--- src/rtl/fetch_prefetch_unit.sv ---
// fetch_prefetch_unit: PC generator and in-order prefetch FIFO feeding decode.
// Ports: clk, reset (async, active-low); branch_taken/branch_tgt and jump/jump_tgt
// redirect fetch, with jump taking priority; imem_req/addr/gnt/rvalid/rdata form the
// memory side; instr_valid/ready/instr/pc carry instructions to decode.
// The fetch_misaligned flag exists only when FETCH_MISALIGN_CHK_EN is defined.
module fetch_prefetch_unit #(
  parameter int unsigned     XLEN       = 32,
  parameter logic [XLEN-1:0] RESET_PC   = '0,
  parameter int unsigned     FIFO_DEPTH = 4,
  parameter int unsigned     PC_STEP    = 4
) (
  input  logic            clk,
  input  logic            reset,
  input  logic            branch_taken,
  input  logic [XLEN-1:0] branch_tgt,
  input  logic            jump,
  input  logic [XLEN-1:0] jump_tgt,
  output logic            imem_req,
  output logic [XLEN-1:0] imem_addr,
  input  logic            imem_gnt,
  input  logic            imem_rvalid,
  input  logic [XLEN-1:0] imem_rdata,
  output logic            instr_valid,
  input  logic            instr_ready,
  output logic [XLEN-1:0] instr,
  output logic [XLEN-1:0] pc,
  output logic            fetch_misaligned
);

  localparam int unsigned PW = $clog2(FIFO_DEPTH);
  localparam int unsigned CW = PW + 1;
  localparam int unsigned SW = CW + 2;

  logic [XLEN-1:0] fetch_pc_q, fetch_pc_d;
  logic [CW-1:0]   cnt_q, cnt_d;
  logic [CW-1:0]   outs_q, outs_d;
  logic [CW-1:0]   disc_q, disc_d;
  logic [PW-1:0]   wr_q, wr_d, rd_q, rd_d;
  logic [PW-1:0]   tw_q, tw_d, tr_q, tr_d;
  logic            mis_q, mis_d;

  logic [XLEN-1:0] instr_mem [FIFO_DEPTH];
  logic [XLEN-1:0] pc_mem    [FIFO_DEPTH];
  logic [XLEN-1:0] tag_mem   [FIFO_DEPTH];

  logic            redir, credit, req, accept;
  logic            push, pop, drop;
  logic [XLEN-1:0] tgt;
  logic [SW-1:0]   used;

  always_comb begin
    redir  = jump | branch_taken;
    tgt    = jump ? jump_tgt : branch_tgt;
    // Discarded in-flight requests still hold credit until they drain.
    used   = SW'(cnt_q) + SW'(outs_q) + SW'(disc_q);
    credit = used < SW'(FIFO_DEPTH);
    req    = reset & credit & ~redir & ~mis_q;
    accept = req & imem_gnt;
    drop   = imem_rvalid & ((disc_q != '0) | redir);
    push   = imem_rvalid & ~drop;
    pop    = (cnt_q != '0) & instr_ready & ~redir;
  end

  always_comb begin
    fetch_pc_d = fetch_pc_q;
    cnt_d      = cnt_q;
    outs_d     = outs_q;
    disc_d     = disc_q;
    wr_d       = wr_q;
    rd_d       = rd_q;
    tw_d       = tw_q + PW'(accept);
    tr_d       = tr_q + PW'(imem_rvalid);
    if (redir) begin
      fetch_pc_d = tgt;
      cnt_d      = '0;
      wr_d       = '0;
      rd_d       = '0;
      outs_d     = '0;
      // Everything still in flight, minus a response landing now, is dropped.
      disc_d     = outs_q + disc_q - CW'(imem_rvalid);
    end else begin
      if (accept) fetch_pc_d = fetch_pc_q + XLEN'(PC_STEP);
      cnt_d  = cnt_q + CW'(push) - CW'(pop);
      wr_d   = wr_q + PW'(push);
      rd_d   = rd_q + PW'(pop);
      outs_d = outs_q + CW'(accept) - CW'(push);
      disc_d = disc_q - CW'(drop);
    end
`ifdef FETCH_MISALIGN_CHK_EN
    mis_d = redir ? (tgt[1:0] != 2'b00) : mis_q;
`else
    mis_d = 1'b0;
`endif
  end

  always_ff @(posedge clk or negedge reset) begin
    if (!reset) begin
      fetch_pc_q <= RESET_PC;
      cnt_q      <= '0;
      outs_q     <= '0;
      disc_q     <= '0;
      wr_q       <= '0;
      rd_q       <= '0;
      tw_q       <= '0;
      tr_q       <= '0;
      mis_q      <= 1'b0;
    end else begin
      fetch_pc_q <= fetch_pc_d;
      cnt_q      <= cnt_d;
      outs_q     <= outs_d;
      disc_q     <= disc_d;
      wr_q       <= wr_d;
      rd_q       <= rd_d;
      tw_q       <= tw_d;
      tr_q       <= tr_d;
      mis_q      <= mis_d;
    end
  end

  // Payload storage; pointers above decide what is live.
  always_ff @(posedge clk) begin
    if (push) begin
      instr_mem[wr_q] <= imem_rdata;
      pc_mem[wr_q]    <= tag_mem[tr_q];
    end
    if (accept) tag_mem[tw_q] <= fetch_pc_q;
  end

  assign imem_req         = req;
  assign imem_addr        = fetch_pc_q;
  assign instr_valid      = cnt_q != '0;
  assign instr            = instr_valid ? instr_mem[rd_q] : '0;
  assign pc               = instr_valid ? pc_mem[rd_q] : '0;
  assign fetch_misaligned = mis_q;

endmodule

--- config.mk ---
export PLATFORM = sky130hd
export DESIGN_NAME = fetch_prefetch_unit
export DESIGN_NICKNAME = d
export VERILOG_FILES = /design/src/rtl/fetch_prefetch_unit.sv
export SDC_FILE = /design/constraint.sdc
export NUM_CORES = 1
export LEC_CHECK = 0
export ABC_AREA = 1
export CORE_MARGIN = 4
export CORE_UTILIZATION = 50
export DETAILED_ROUTE_END_ITERATION = 16
export PLACE_DENSITY = 0.77
export SYNTH_ARGS = -nofsm -noshare
export SYNTH_HDL_FRONTEND = slang
export SYNTH_SLANG_ARGS = --single-unit
--- constraint.sdc ---
create_clock -name clk -period 8.8 [get_ports clk]
set_clock_uncertainty 0.1 [all_clocks]
set_input_delay 0.88 -clock clk [delete_from_list [all_inputs] [get_ports clk]]
set_output_delay 0.88 -clock clk [all_outputs]
set_load 0.005 [all_outputs]
# Word-level counts from Yosys, hierarchy flattened

Memory sizes are Yosys's and may differ from the RTL's.
Cells that the tools add are included.

Bits in registers: 49
RAM bits: 384
Input bits: 103
Output and inout bits: 99
Word-level logic and storage cells: 54
Memories: 3

Memories:

| memory    | depth | width | rd ports | clocked after Yosys merged registers in | write ports | line | text |
|---|---|---|---|---|---|---|---|
| instr_mem | 4     | 32    | 1        | 0                                       | 1           | 42   | `logic [XLEN-1:0] instr_mem [FIFO_DEPTH];` |
| pc_mem    | 4     | 32    | 1        | 0                                       | 1           | 43   | `logic [XLEN-1:0] pc_mem [FIFO_DEPTH];` |
| tag_mem   | 4     | 32    | 1        | 0                                       | 1           | 44   | `logic [XLEN-1:0] tag_mem [FIFO_DEPTH];` |

$add $sub $neg: 14
Magnitude comparators: 1
Multiplexer cells: 14
Bitwise operators: 11
Reduce and logical (&&, ||, !) cells: 3

Operators by type and width:

| operator                | number |
|---|---|
| $mux W32                | 5 |
| $add A32 B3 Y32 const B | 1 |
| $sub A3 B1 Y3           | 4 |
| $mux W3                 | 3 |
| $add A2 B1 Y2           | 4 |
| $and A1 B1 Y1           | 7 |
| $add A3 B1 Y3           | 2 |
| $reduce_bool A3 Y1      | 2 |
| $add A4 B3 Y5           | 1 |
| $lt A5 B3 Y1 const B    | 1 |
| $add A3 B3 Y4           | 1 |
| $mux W1                 | 4 |
| $mux W2                 | 2 |
| $add A3 B3 Y3           | 1 |
| $not A1 Y1              | 2 |
| $or A1 B1 Y1            | 2 |
| $reduce_bool A2 Y1      | 1 |

# Longest topological paths before layout

Gate-level depths: netlist of the first run.

Word-level depth: 9
Depth in mapped cells: 15
Gate-level depth less buffers: 15

# Worst setup path after synthesis of the first run

Ideal clock, no wire load.

Kind: input to register
Start: input port jump
End: memory instr_mem[0][0] (enable)
Setup time: 0.565 ns
Data arrival time: 6.063 ns
Required time: 8.135 ns
Setup slack: 2.072 ns
Stages on the path: 6
Buffers on the path: 1
Cell sequence: buf_2 -> nor2_8 -> inv_1 -> nor4_1 -> nand2_1 -> nor3_1

Cells in the longest elaborated chain, start to end: 7

RTL lines:

| element                       | line | text |
|---|---|---|
| start, declared               | 16   | `input logic jump,` |
| $or A1 B1 Y1                  | 52   | `redir = jump \| branch_taken;` |
| $or A1 B1 Y1                  | 59   | `drop = imem_rvalid & ((disc_q != '0) \| redir);` |
| $and A1 B1 Y1                 | 59   |  |
| $not A1 Y1                    | 60   | `push = imem_rvalid & ~drop;` |
| $and A1 B1 Y1                 | 60   |  |
| $mux W1                       | 122  | `if (push) begin` |
| $mux W1 (implied by the code) | 123  | `instr_mem[wr_q] <= imem_rdata;` |
| end, declared                 | 42   |  |

Every way passes these cells.

# Final worst setup path of the first run

Start: register rd_q[0]
End: output port pc[12]

Cells in the longest elaborated chain, start to end: 2

RTL lines:

| element                | line | text |
|---|---|---|
| start, declared        | 38   | `logic [PW-1:0] wr_q, wr_d, rd_q, rd_d;` |
| start signal, assigned | 113  | `rd_q <= rd_d;` |
| $mem_v2 Z4 W32         | -    |  |
| $mux W32               | 133  | `assign pc = instr_valid ? pc_mem[rd_q] : '0;` |
| end, declared          | 26   | `output logic [XLEN-1:0] pc,` |

Every way passes these cells.

==> impl_metrics.json, run 1 <==
{
  "ios": 202,
  "synth_top_area_share_pct": 62.93,
  "power_frac_seq_pct": 50.6,
  "ir_drop_uv": 134.9,
  "worstSkewPairLatency_ns": 0.53,
  "fp-row-count": 69,
  "outcome": "finished clean",
  "yosysWarnings": 0,
  "die_w_um": 199.4,
  "grt_start_max_net_pins": 93,
  "cts_tree": "built",
  "grtUsageTotal_pct": 20.88,
  "cts-hold-fix-buffers": 0,
  "synth_area_per_cell_um2": 11.02,
  "max_freq_mhz": 216.1,
  "clkPwrFrac_pct": 34.3,
  "dp_cells": 2255,
  "dp_hpwl_mm": 25.10,
  "layout_common_cells": "nor2_1, edfxtp_1, o21ai_0",
  "start_util_pct": 51.15,
  "n_fill_cell": 2758,
  "grt_pass1_vias": 12570,
  "power_uw": 5005,
  "grt_overflow": 0,
  "wire_per_inst_um": 18.07,
  "vias_per_cell": 5.476,
  "ys_types": 35,
  "finalMaxSlewViolations": 0,
  "area_delta_synth_final_pct": 20.39,
  "synth_top_area_cell": "edfxtp_1",
  "p_per_area_nw_per_um2": 226.9,
  "die_area_um2": 39780,
  "h-tree-depth": 2,
  "firstDrtPassIters": 5,
  "synth_edf_count": 384,
  "seq_area_um2": 12760,
  "antenna_cells": 0,
  "grt_pass1_wl_mm": 66.01,
  "finalSetupViolations": 0,
  "synthesis.nets": 1788,
  "min_period_ns": 4.627,
  "synth.yosys.seq_area_share_pct": 69.62,
  "clk_path_buf_depth": 3,
  "syn_area_um2": 18330,
  "rrSetupSlack_ns": 5.12,
  "clock-root-buffer": "clkbuf_16",
  "swShare_pct": 26.61,
  "power_leakage_uw": 0.007833,
  "clock_sinks": 433,
  "cp-end-kind": "output port",
  "worst_ep_required_time_ns": 7.82,
  "synth_cells": 1663,
  "relSlewSlack_pct": 30.20,
  "hold_path.class": "input port to asynchronous set/reset pin",
  "wirelength_mm": 42.20,
  "drive_gt1_share_pct": 5.496,
  "comb_power_share_pct": 15.1,
  "tns_ns": 0,
  "synthTopCellsByArea": "edfxtp_1, nor2_1, o21ai_0",
  "r2r_start": "outs_q[1]$_DFF_PN0_",
  "die_y_um": 199.4,
  "vias": 12790,
  "fin_cells": 2335,
  "r2r_end": "outs_q[2]$_DFF_PN0_",
  "path_class": "flip-flop to output port",
  "setup_ws_ns": 4.173,
  "drt-initial-drc-count": 1055,
  "ys_dominant_reg_cell": "edfxtp_1",
  "cts_resized": 0,
  "cap_violations": 0,
  "core_area_um2": 35830,
  "tightest_slew_ns": 1.046,
  "p_sw_uw": 1332,
  "rsz0062_at_grt": "no",
  "hold_viol": 0,
  "nets": 1964,
  "postCtsSetupRepairBufs": 0,
  "pre_cts_ws_ns": 4.480,
  "cts.reportedPaths.clkPinSlew_ns": 0.06,
  "antenna_found_initial": 0,
  "power.internal_uw": 3673,
  "async_flop_share_pct": 11.32,
  "ant_nets": 0,
  "crit_fanout": 92,
  "numCtsBuffers": 43,
  "port_buffers": 200,
  "arrival_ns": 3.65,
  "place_congestion": 0.8888,
  "start_kind": "flip-flop",
  "reg2reg_depth": 14,
  "layout_commonest_cell": "nor2_1",
  "timing.final.crit_share_pct": 52.58,
  "multi_input_area_um2": 4999,
  "ys_ff_latch": 433,
  "drc": 0
}
## power groups by stage
| stage | Clock [uW] | Combinational (uW) | Sequential, uW |
|---|---|---|---|
| 2_1_floorplan | 0 | 454 | 2540 |
| 3_3_place_gp | 0 | 717 | 2570 |
| 3_5_place_dp | 0 | 750 | 2570 |
| 4_1_cts | 1740 | 755 | 2530 |
| 5_1_grt | 1830 | 844 | 2540 |
| 6_report | 1720 | 755 | 2530 |
## stage by stage
step	hold WS, ns	util [%]	area (um^2)
floorplan	0.3830	-	18330
global placement	0.4297	57.86	20730
detailed placement	0.4499	57.86	20730
CTS	0.3959	61.58	22060
global route	0.4262	61.58	22060
finish	0.3760	61.58	22060
## state kept, by name, summed over array words and instances, names as in the netlist
name / flops
cnt_q: 3
disc_q: 3
imem_addr: 32
instr_mem: 128
outs_q: 3
pc_mem: 128
rd_q: 2
tag_mem: 128
tr_q: 2
tw_q: 2
wr_q: 2
## cell families (layout without fill, tap and decap cells)
logic type      after synthesis  after routing  share of synthesized area (%)
other cells                   1              1                        0.02046
buf+inv                     155            366                          3.366
simple gates                668            668                          14.15
fa+ha+maj                    22             22                          1.748
xor+xnor                     14             14                         0.6691
compound gates              369            369                          10.37
flops                       433            433                          69.62
mux                           1              1                        0.05462
## metal layers
metal / track usage (%) / routed length, um / vias up
met2: 34.68 / 19740 / 527
met4: 5.434 / 812 / 0
li1: - / - / 6103
met3: 4.283 / 4146 / 75
met5: 0 / 0 / -
met1: 28.55 / 17500 / 6081
## cell usage after synthesis (5+ instances only)
cell,number
nor3_1,9
clkbuf_1,61
o21ai_0,249
nand2_1,200
buf_1,19
nand3_1,18
xor2_1,9
fa_1,6
a21oi_1,77
o22ai_1,38
inv_1,64
nor2_1,433
ha_1,16
xnor2_1,5
dfrtp_1,49
edfxtp_1,384
## critical path, stage by stage, from the launching register on
cell and delay (ns):
dfrtp_4 0.74, inv_2 0.51, buf_4 0.74, o21ai_0 0.21, a21oi_1 0.32, clkdlybuf4s50_1 0.56
## worst max-delay path by stage
stage	slack [ns]	depth (start not counted)	endpoint	startpoint
floorplan	2.07	6	instr_mem[0][0]$_DFFE_PP_	jump
global placement	4.59	8	instr_mem[1][5]$_DFFE_PP_	jump
detailed placement	4.48	8	pc_mem[1][18]$_DFFE_PP_	jump
CTS	4.09	5	pc[12]	rd_q[0]$_DFF_PN0_
global route	3.88	5	pc[12]	rd_q[0]$_DFF_PN0_
finish	4.17	5	pc[12]	rd_q[0]$_DFF_PN0_
## layout make-up
class,count,area share (%)
timing repair buffer,219,9.698
multi-input combinational,1075,22.66
sequential,433,57.85
clock inverter,27,0.9358
inverter,67,1.151
clock buffer,53,5.093
tap,461,2.615
No activity file was read; power rests on OpenSTA's default activity.
==> inputs of run 2 (changes only) <==
==> constraint.sdc (replaced) <==
create_clock -name clk -period 4.5 [get_ports clk]
set_clock_uncertainty 0.1 [all_clocks]
set_input_delay 0.45 -clock clk [delete_from_list [all_inputs] [get_ports clk]]
set_output_delay 0.45 -clock clk [all_outputs]
set_load 0.005 [all_outputs]
==> impl_metrics.json, run 2 (synthesis gave the netlist of run 1 again) <==
{
  "pre_cts_ws_ns": 0.9092,
  "start_util_pct": 51.15,
  "layout_common_cells": "nor2_1, edfxtp_1, o21ai_0",
  "fin_area_um2": 22370,
  "die_w_um": 199.4,
  "top_regs": "instr_mem (128), pc_mem (128), tag_mem (128)",
  "drt-initial-drc-count": 1092,
  "nets": 1971,
  "port_buffers": 200,
  "cp-endpoint": "pc[13]",
  "place_area_um2": 20850,
  "timing.final.crit_share_pct": 85.55,
  "cts_resized": 0,
  "min_period_ns": 3.850,
  "crit_fanout": 76,
  "utilization_pct": 62.43,
  "ant_nets": 0,
  "tightest_slew_ns": 0.9404,
  "worstSkewPairLatency_ns": 0.54,
  "hold_viol": 0,
  "crit_path_start": "rd_q[0]$_DFF_PN0_",
  "dp_hpwl_mm": 26.44,
  "drc": 0,
  "place_congestion": 0.9040,
  "rsz0062_at_grt": "no",
  "p_per_area_nw_per_um2": 456.5,
  "grt_pass1_wl_mm": 67.94,
  "dp_cells": 2261,
  "p_sw_uw": 2602,
  "power.internal_uw": 7609,
  "rrSetupSlack_ns": 0.86,
  "antenna_found_initial": 0,
  "clock-root-buffer": "clkbuf_16",
  "clock_sinks": 433,
  "cts_tree": "built",
  "arrival_ns": 3.30,
  "max_freq_mhz": 259.7,
  "cp-end-kind": "output port",
  "reg2reg_depth": 14,
  "cts.reportedPaths.clkPinSlew_ns": 0.06,
  "wire_per_inst_um": 18.43,
  "path_class": "flip-flop to output port",
  "relSlewSlack_pct": 37.24,
  "cap_violations": 0,
  "antenna_cells": 0,
  "comb_power_share_pct": 14.5,
  "area_delta_synth_final_pct": 22.07,
  "worst_ep_required_time_ns": 3.95,
  "finalMaxSlewViolations": 0,
  "start_kind": "flip-flop",
  "drive_gt1_share_pct": 5.641,
  "grt_start_max_net_pins": 77,
  "h-tree-depth": 2,
  "swShare_pct": 25.48,
  "r2r_start": "outs_q[1]$_DFF_PN0_",
  "fp-row-count": 69,
  "whs_ns": 0.3730,
  "setup_ws_ns": 0.6501,
  "vias": 12850,
  "vias_per_cell": 5.493,
  "grt_pass1_vias": 12800,
  "power_frac_seq_pct": 48.6,
  "clkPwrFrac_pct": 37.0,
  "ir_drop_uv": 287.9,
  "die_area_um2": 39780,
  "die_y_um": 199.4,
  "numCtsBuffers": 43,
  "outcome": "finished clean",
  "grtUsageTotal_pct": 21.41,
  "grt_overflow": 0,
  "ios": 202,
  "wirelength_mm": 43.12,
  "hold_path.class": "input port to flip-flop",
  "firstDrtPassIters": 5,
  "fin_cells": 2340,
  "clk_path_buf_depth": 3,
  "r2r_end": "outs_q[2]$_DFF_PN0_",
  "layout_commonest_cell": "nor2_1",
  "finalSetupViolations": 0,
  "power_leakage_uw": 0.007970,
  "core_area_um2": 35830
}
run 2: through the flow:
step	TNS [ns]	power (uW)
2_1_floorplan	-460.28	5868
3_3_place_gp	0	6443
3_5_place_dp	0	6511
4_1_cts	0	10270
5_1_grt	0	10630
6_report	0	10210
run 2: per-layer routing:
layer	share of wire (%)	track usage, %	vias to the layer above	wire [um]
met1	41	29.25	6130	17680
met3	9.2	4.485	68	3955
li1	-	-	6120	-
met4	2.1	5.409	0	884
met2	48	35.58	535	20590
met5	0	0	-	0
run 2: power by group through the flow:
| stage | clock network [uW] | logic (uW) | registers [uW] |
|---|---|---|---|
| 2_1_floorplan | 0 | 892 | 4980 |
| 3_3_place_gp | 0 | 1410 | 5030 |
| 3_5_place_dp | 0 | 1470 | 5040 |
| 4_1_cts | 3820 | 1490 | 4960 |
| 5_1_grt | 3990 | 1660 | 4980 |
| 6_report | 3770 | 1480 | 4960 |
run 2: cell type report:
class | count | area [um^2]
fill | 2744 | 13460
sequential | 433 | 12760
multi-input combinational | 1075 | 5024
timing repair buffer | 226 | 2245
clock buffer | 55 | 1194
tap | 461 | 576.8
clock inverter | 23 | 314.1
inverter | 67 | 254.0
run 2: repair_timing:
action,4_1_cts,5_1_grt
buffers inserted,0,0
hold endpoints to repair,30,0
setup endpoints to repair,0,0
hold buffers,1,0
run 2: worst min-delay path by stage:
stage / startpoint / end / slack (ns) / cells past startpoint
after floorplan: reset / cnt_q[0]$_DFF_PN0_ / 0.05 / 0
after global placement: cnt_q[2]$_DFF_PN0_ / cnt_q[2]$_DFF_PN0_ / 0.45 / 3
after detailed placement: cnt_q[2]$_DFF_PN0_ / cnt_q[2]$_DFF_PN0_ / 0.47 / 3
after CTS: branch_tgt[1] / imem_addr[1]$_DFFE_PN0P_ / 0.36 / 3
after global routing: branch_tgt[1] / imem_addr[1]$_DFFE_PN0P_ / 0.39 / 3
final: branch_tgt[1] / imem_addr[1]$_DFFE_PN0P_ / 0.37 / 3
run 2: critical path: stages (launching register included):
cell and delay, ns:
dfrtp_4 0.70, inv_2 0.62, buf_12 0.36, o21ai_0 0.16, a21oi_1 0.28, clkdlybuf4s50_1 0.57
